File: src/rtl/alu_pkg.sv
// -----------------------------------------------------------------------------
// alu_pkg
//   Shared ALU operand-select encodings for the pipelined RISC-V core.
//   The decoder, control logic and the operand stage all use these.
//
//   Contents:
//     SRCA_W / SRCB_W  widths of the operand-select control fields
//     srca_sel_e       operand A source: RS1, PC or ZERO (encoding 3 is reserved
//                      and decodes as ZERO)
//     srcb_sel_e       operand B source: RS2 or IMM
//     stage_state_e    occupancy of the one-entry operand register
// -----------------------------------------------------------------------------
package alu_pkg;

    localparam int SRCA_W = 2;
    localparam int SRCB_W = 1;

    typedef enum logic [SRCA_W-1:0] {
        SRCA_RS1  = 2'd0,
        SRCA_PC   = 2'd1,
        SRCA_ZERO = 2'd2
    } srca_sel_e;

    typedef enum logic [SRCB_W-1:0] {
        SRCB_RS2 = 1'b0,
        SRCB_IMM = 1'b1
    } srcb_sel_e;

    typedef enum logic {
        ST_EMPTY = 1'b0,
        ST_FULL  = 1'b1
    } stage_state_e;

endpackage : alu_pkg

File: src/rtl/alu_operand_stage_fwd_select.sv
// -----------------------------------------------------------------------------
// fwd_select
//   Combinational operand forwarding for one source register. Source i wins
//   when it is valid and targets the requested register. If several sources
//   match, the lowest index wins, because index 0 is the youngest producer.
//   Register x0 always reads as zero and is never forwarded.
//
//   Ports:
//     i_rs_addr    source register index
//     i_rs_data    register-file read data for i_rs_addr
//     i_fwd_valid  per-source "writes a register" flag
//     i_fwd_rd     per-source destination index, slice i
//     i_fwd_data   per-source result, slice i
//     o_data       resolved operand value
//     o_hit        operand was taken from a forwarding source
// -----------------------------------------------------------------------------
module fwd_select #(
    parameter int XLEN       = 32,
    parameter int NUM_FWD    = 2,
    parameter int REG_ADDR_W = 5
) (
    input  logic [REG_ADDR_W-1:0]         i_rs_addr,
    input  logic [XLEN-1:0]               i_rs_data,
    input  logic [NUM_FWD-1:0]            i_fwd_valid,
    input  logic [NUM_FWD*REG_ADDR_W-1:0] i_fwd_rd,
    input  logic [NUM_FWD*XLEN-1:0]       i_fwd_data,
    output logic [XLEN-1:0]               o_data,
    output logic                          o_hit
);

    // NOTE: every signal written in always_comb gets a default first, so no
    // path can leave it unassigned and no latch is inferred.
    always_comb begin
        o_data = i_rs_data;
        o_hit  = 1'b0;
        if (i_rs_addr == '0) begin
            // x0 reads zero, even if the register file returns something else.
            o_data = '0;
        end else begin
            // Walk from oldest to youngest. A later (younger) match overwrites
            // an earlier one, so the lowest matching index wins.
            for (int i = NUM_FWD - 1; i >= 0; i--) begin
                if (i_fwd_valid[i] &&
                    (i_fwd_rd[i*REG_ADDR_W +: REG_ADDR_W] == i_rs_addr)) begin
                    o_data = i_fwd_data[i*XLEN +: XLEN];
                    o_hit  = 1'b1;
                end
            end
        end
    end

endmodule : fwd_select

File: src/rtl/alu_operand_stage.sv
// -----------------------------------------------------------------------------
// alu_operand_stage
//   Registered ALU operand-select stage. It sits between decode/register-read
//   and execute. rs1 and rs2 are resolved through forwarding, then operand A
//   (rs1/PC/zero) and operand B (rs2/immediate) are selected. The results are
//   captured in a one-entry output register with a valid/ready handshake and
//   a flush.
//
//   Ports:
//     clk, rst_n                clock, asynchronous active-low reset
//     in_valid / in_ready       upstream handshake. in_ready does not depend
//                               on in_valid.
//     rs1_addr, rs2_addr        source register indices
//     rs1_data, rs2_data        register-file read data
//     imm_ext, pc               sign-extended immediate, instruction PC
//     alu_src_a, alu_src_b      operand select (srca_sel_e / srcb_sel_e)
//     fwd_valid/fwd_rd/fwd_data forwarding sources. Index 0 is the youngest.
//     flush                     kills the held and the incoming operation
//     out_valid / out_ready     downstream handshake
//     src_a, src_b              registered ALU operands
//     store_data                registered forwarded rs2, independent of
//                               alu_src_b
//     fwd_hit                   registered {rs2 forwarded, rs1 forwarded}
// -----------------------------------------------------------------------------
module alu_operand_stage
    import alu_pkg::*;
#(
    parameter int XLEN       = 32,
    parameter int NUM_FWD    = 2,
    parameter int REG_ADDR_W = 5
) (
    input  logic                          clk,
    input  logic                          rst_n,

    input  logic                          in_valid,
    output logic                          in_ready,
    input  logic [REG_ADDR_W-1:0]         rs1_addr,
    input  logic [REG_ADDR_W-1:0]         rs2_addr,
    input  logic [XLEN-1:0]               rs1_data,
    input  logic [XLEN-1:0]               rs2_data,
    input  logic [XLEN-1:0]               imm_ext,
    input  logic [XLEN-1:0]               pc,
    input  logic [SRCA_W-1:0]             alu_src_a,
    input  logic [SRCB_W-1:0]             alu_src_b,

    input  logic [NUM_FWD-1:0]            fwd_valid,
    input  logic [NUM_FWD*REG_ADDR_W-1:0] fwd_rd,
    input  logic [NUM_FWD*XLEN-1:0]       fwd_data,

    input  logic                          flush,

    output logic                          out_valid,
    input  logic                          out_ready,
    output logic [XLEN-1:0]               src_a,
    output logic [XLEN-1:0]               src_b,
    output logic [XLEN-1:0]               store_data,
    output logic [1:0]                    fwd_hit
);

    // ------------------------------------------------------------------
    // Forwarding
    // ------------------------------------------------------------------
    logic [XLEN-1:0] w_rs1_fwd;
    logic [XLEN-1:0] w_rs2_fwd;
    logic            w_rs1_hit;
    logic            w_rs2_hit;

    fwd_select #(
        .XLEN       (XLEN),
        .NUM_FWD    (NUM_FWD),
        .REG_ADDR_W (REG_ADDR_W)
    ) u_fwd_rs1 (
        .i_rs_addr   (rs1_addr),
        .i_rs_data   (rs1_data),
        .i_fwd_valid (fwd_valid),
        .i_fwd_rd    (fwd_rd),
        .i_fwd_data  (fwd_data),
        .o_data      (w_rs1_fwd),
        .o_hit       (w_rs1_hit)
    );

    fwd_select #(
        .XLEN       (XLEN),
        .NUM_FWD    (NUM_FWD),
        .REG_ADDR_W (REG_ADDR_W)
    ) u_fwd_rs2 (
        .i_rs_addr   (rs2_addr),
        .i_rs_data   (rs2_data),
        .i_fwd_valid (fwd_valid),
        .i_fwd_rd    (fwd_rd),
        .i_fwd_data  (fwd_data),
        .o_data      (w_rs2_fwd),
        .o_hit       (w_rs2_hit)
    );

    // ------------------------------------------------------------------
    // Operand select
    // ------------------------------------------------------------------
    logic [XLEN-1:0] w_src_a;
    logic [XLEN-1:0] w_src_b;

    always_comb begin
        w_src_a = '0;
        case (srca_sel_e'(alu_src_a))
            SRCA_RS1: w_src_a = w_rs1_fwd;
            SRCA_PC:  w_src_a = pc;
            default:  w_src_a = '0;   // ZERO and the reserved encoding
        endcase
    end

    assign w_src_b = (srcb_sel_e'(alu_src_b) == SRCB_IMM) ? imm_ext : w_rs2_fwd;

    // ------------------------------------------------------------------
    // Occupancy control: EMPTY / FULL
    // ------------------------------------------------------------------
    stage_state_e r_state;
    stage_state_e w_state_nxt;
    logic         w_load;

    // The register can take a new operation when it is empty or is being
    // drained this cycle. Taking a new op while draining gives back-to-back
    // flow with no bubble.
    assign in_ready = (r_state == ST_EMPTY) || out_ready;

    // Flush wins over load, so a flushed cycle captures nothing.
    assign w_load   = in_valid && in_ready && !flush;

    always_comb begin
        w_state_nxt = r_state;
        if (flush) begin
            w_state_nxt = ST_EMPTY;
        end else if (w_load) begin
            w_state_nxt = ST_FULL;
        end else if (out_ready) begin
            w_state_nxt = ST_EMPTY;
        end
    end

    // NOTE: sequential state uses non-blocking assignments, so every register
    // samples pre-edge values and simulation ordering cannot create races.
    always_ff @(posedge clk or negedge rst_n) begin
        if (!rst_n) begin
            r_state <= ST_EMPTY;
        end else begin
            r_state <= w_state_nxt;
        end
    end

    // ------------------------------------------------------------------
    // Operand register. It loads only on accept. At other times, including
    // after a drain, it keeps the last value.
    // ------------------------------------------------------------------
    logic [XLEN-1:0] r_src_a;
    logic [XLEN-1:0] r_src_b;
    logic [XLEN-1:0] r_store_data;
    logic [1:0]      r_fwd_hit;

    always_ff @(posedge clk or negedge rst_n) begin
        if (!rst_n) begin
            r_src_a      <= '0;
            r_src_b      <= '0;
            r_store_data <= '0;
            r_fwd_hit    <= '0;
        end else if (w_load) begin
            r_src_a      <= w_src_a;
            r_src_b      <= w_src_b;
            r_store_data <= w_rs2_fwd;
            r_fwd_hit    <= {w_rs2_hit, w_rs1_hit};
        end
    end

    assign out_valid  = (r_state == ST_FULL);
    assign src_a      = r_src_a;
    assign src_b      = r_src_b;
    assign store_data = r_store_data;
    assign fwd_hit    = r_fwd_hit;

endmodule : alu_operand_stage

File: config.mk
export PLATFORM = sky130hd
export DESIGN_NAME = alu_operand_stage
export DESIGN_NICKNAME = d
export VERILOG_FILES = /design/src/rtl/alu_pkg.sv /design/src/rtl/alu_operand_stage_fwd_select.sv /design/src/rtl/alu_operand_stage.sv
export SDC_FILE = /design/constraint.sdc
export NUM_CORES = 1
export LEC_CHECK = 0
export BUFFER_PORTS_ARGS = -buffer_cell sky130_fd_sc_hd__buf_4
export CORE_MARGIN = 2
export CORE_UTILIZATION = 38
export CTS_CLUSTER_SIZE = 25
export DETAILED_ROUTE_END_ITERATION = 7
export GPL_ROUTABILITY_DRIVEN = 0
export GPL_TIMING_DRIVEN = 0
export PLACE_DENSITY_LB_ADDON = 0.3
export REMOVE_ABC_BUFFERS = 1
export SYNTH_ARGS = -nofsm -noshare
export SYNTH_HDL_FRONTEND = slang
export SYNTH_SLANG_ARGS = --single-unit
File: constraint.sdc
create_clock -name clk -period 2.1 [get_ports clk]
set_input_delay 0.42 -clock clk [delete_from_list [all_inputs] [get_ports clk]]
set_output_delay 0.42 -clock clk [all_outputs]
set_load 0.01 [all_outputs]
==> metrics.cfg <==
[status]
violations=negative setup slack
status=complete, but fails checks

[cells_and_area]
multi_input_area_mm2=0.00327
final_nets=1144
fin_util_pct=60.4
regArea_mm2=0.00248
synthToLayoutAreaGrowth_pct=56.4
insertedDiodeCount=0
drive_gt1_share_pct=45.5
nFillCells=1351

[setup_path]
worstPathRequired_ns=2.33
endpoint_kind=register
crit_fanout=16
cp.arrival_ns=2.33
r2r_end=src_b[21]
r2r_start=out_valid
startpoint=out_valid
r2r_cells=9
r2r_setup_slack_ns=-0.001
start_kind=register
crit_end=src_b[21]
path_class=reg -> reg

[power]
peakVddDrop_mv=0.363
p_seq_share_pct=40.2
power.switching_mw=1.89
netSwitchingFraction_pct=31.6
clkPwrFrac_pct=26.0
leakage_nw=4.42
pwr-share-comb_pct=33.8
internal_power_mw=4.09
finalPower_mw=5.98
power_density_mw_per_mm2=653

[timing]
finClkSkew_ns=0.00715
period_minus_slack_ns=2.10
rsz0062_at_grt=yes
clock.fmax_mhz=476
final-hold-violation-count=0
finalSetupViolCount=2
slew_violations=0
worst_slew_pin_slew_ns=0.978
relSlewSlack_pct=34.4
post-route-period-util_pct=100
setup_ws_ns=-0.000974

[synthesis]
synth_simple_gate_area_share_pct=14.9
syn_inst=612
syn_area_mm2=0.00585
synth-compound-area-share_pct=24.7
synth-seq-cells=99
synthDistinctLibCells=37
muxShareOfSynthArea_pct=10.2
synth-xor-area-share_pct=2.99
synth_warnings=0
seq_area_frac_synth_pct=42.3
syn_avg_cell_area_um2=9.56
synthAdderAreaFrac_pct=0
synth_top_family_by_area=compound AO/OA/AOI/OAI gates

[job]
cap_viol_max_count=0

[hold_path]
hold_path_class=in -> reg

[routing]
ant_nets=0
routed_wl_um=25500
avgRoutedWirePerCell_um=22.8
dr.pass1.iters=5
vias_per_cell=6.00
vias=6690
drt_iter0_markers=466
drc=0

[clock_network]
clock_path_buffers=2
cts_tree=done
path_clk_slew_ns=0.07
cts-htree-levels=3
clkLatencyLatePin_ns=0.34
cts_made_buffers=9
cts.sinks=99
cts_root_buffer=clkbuf_16

[die]
start_util_pct=38.6
rows=45
io_pins=322
die-area_mm2=0.0164
die_w_um=128
die_y_um=128
placeableCoreArea_mm2=0.0151

[global_routing]
grtUsageTotal_pct=29.1
grt_max_degree=100
grt_pass1_wl_um=36700
antenna_found_initial=0
grt-ovfl-total=0
grt_pass1_vias=6523

[place]
io_buffers=321
pre_cts_slack_ns=-1.89
dp_hpwl_um=15900

## stage by stage
stage / area, um2 / hold slack, ns / instances / setup TNS (ns)
CTS: 8930 / 0.241 / 1099 / 0
floorplan: 5570 / 0.124 / 549 / -314.90
finish: 9150 / 0.259 / 1115 / -0.00125
detailed placement: 8490 / 0.467 / 1070 / -130.61
global placement: 8220 / 0.465 / 1058 / -668.99
global route: 9150 / 0.261 / 1115 / -3.77
## cells in the mapped netlist
cell type / instances / area share, %
a21oi_1: 65 / 5.6
a221o_1: 28 / 4.8
a221oi_1: 8 / 1.2
a32oi_1: 28 / 4.2
and2_1: 5 / 0.53
and3_1: 35 / 3.7
and3_4: 1 / 0.19
buf_1: 6 / 0.38
buf_2: 10 / 0.86
buf_6: 4 / 0.77
clkbuf_1: 43 / 2.8
dfrtp_1: 99 / 42
inv_1: 3 / 0.19
mux2_2: 28 / 5.4
mux2i_1: 28 / 4.8
nand2_1: 11 / 0.71
nand2b_1: 1 / 0.11
nand3_1: 2 / 0.17
nand3b_1: 1 / 0.13
nand4_1: 28 / 3.0
nor2_1: 65 / 4.2
nor2_2: 1 / 0.11
nor2b_1: 6 / 0.64
nor3_1: 3 / 0.26
nor3_2: 2 / 0.34
nor3b_1: 1 / 0.13
nor3b_2: 1 / 0.21
nor4_1: 2 / 0.21
o21ai_0: 30 / 2.6
o221ai_1: 4 / 0.60
o22ai_1: 4 / 0.43
o311ai_0: 28 / 4.2
o31ai_1: 9 / 1.2
or3_1: 1 / 0.11
or4_1: 1 / 0.13
xnor2_1: 7 / 1.0
xor2_1: 13 / 1.9
## worst min-delay path by stage
| stage | to | depth (start not counted) | startpoint |
|---|---|---|---|
| 3_5_place_dp | store_data[4] | 2 | store_data[4] |
| 4_1_cts | out_valid | 2 | flush |
| 5_1_grt | out_valid | 2 | flush |
| 6_report | out_valid | 2 | flush |
| 3_3_place_gp | store_data[4] | 2 | store_data[4] |
| 2_1_floorplan | fwd_hit[0] | 0 | rst_n |
## power by group through the flow
stage	Sequential, mW	Combinational [mW]	Clock (mW)
2_1_floorplan	2.57	0.581	0
3_3_place_gp	2.42	1.84	0
3_5_place_dp	2.43	1.90	0
4_1_cts	2.40	1.95	1.57
5_1_grt	2.43	2.17	1.65
6_report	2.40	2.02	1.55
## state kept, by name (all words and copies together), names as in the netlist
register and flops:
src_b 32, out_valid 1, store_data 32, src_a 32
fwd_hit 2
## repair_timing
action | 4_1_cts | 5_1_grt
endpoints found under the setup margin | 91 | 62
setup buffers | 8 | 10
pin swaps | 4 | 7
gates cloned | 5 | 4
hold buffers | 0 | 1
resized for setup | 17 | 23
endpoints found under the hold margin | 0 | 2
## cell type report
class	instances	area share [%]
well taps	188	2.57
flip-flops and latches	99	27.1
clock buffers	11	2.54
repair buffers	355	31.5
multi-input cells	453	35.8
inverters	3	0.164
clock inverters	5	0.328
repair inverters	1	0.0547
## cells by family (layout without fill, tap and decap cells)
group | count (synthesis) | in the layout
and+or+nand+nor | 167 | 172
DFF | 99 | 99
AOI/OAI and AO/OA | 204 | 205
buffers and inverters | 66 | 375
xor gates and xnor gates | 20 | 20
muxes | 56 | 56
## worst max-delay path, stage by stage (launching register included)
cell	delay [ns]
dfrtp_1	0.39
nor2b_4	0.15
inv_1	0.09
nand3b_1	0.17
buf_8	0.19
buf_12	0.13
a21oi_4	0.13
buf_12	0.15
nand2_4	0.19
o311ai_0	0.39
## routing by layer
metal,up-vias,GRT usage [%],part of all wire [%]
met5,-,0,0
met3,57,5.88,8.5
li1,3006,-,-
met2,374,49.5,48
met1,3253,36.5,40
met4,0,11.2,3.0
## cell usage in the layout, fill, tap and decap left out, drive strengths merged
master,count
clkbuf,13
clkinvlp,4
o21ai,30
nand2,12
nor4,2
inv,2
or4,1
o311ai,28
and2,5
a221o,28
o31ai,9
a32oi,28
nor3,5
nand4,28
nor3b,2
nand3,2
xnor2,7
nand3b,1
a221oi,8
mux2,28
or3,1
and3,40
o22ai,4
mux2i,28
xor2,13
nor2b,6
buf,352
nand2b,1
dfrtp,99
a21oi,66
dlygate4sd3,1
clkinv,3
o221ai,4
nor2,66
Power figures use the tool's default switching activity.
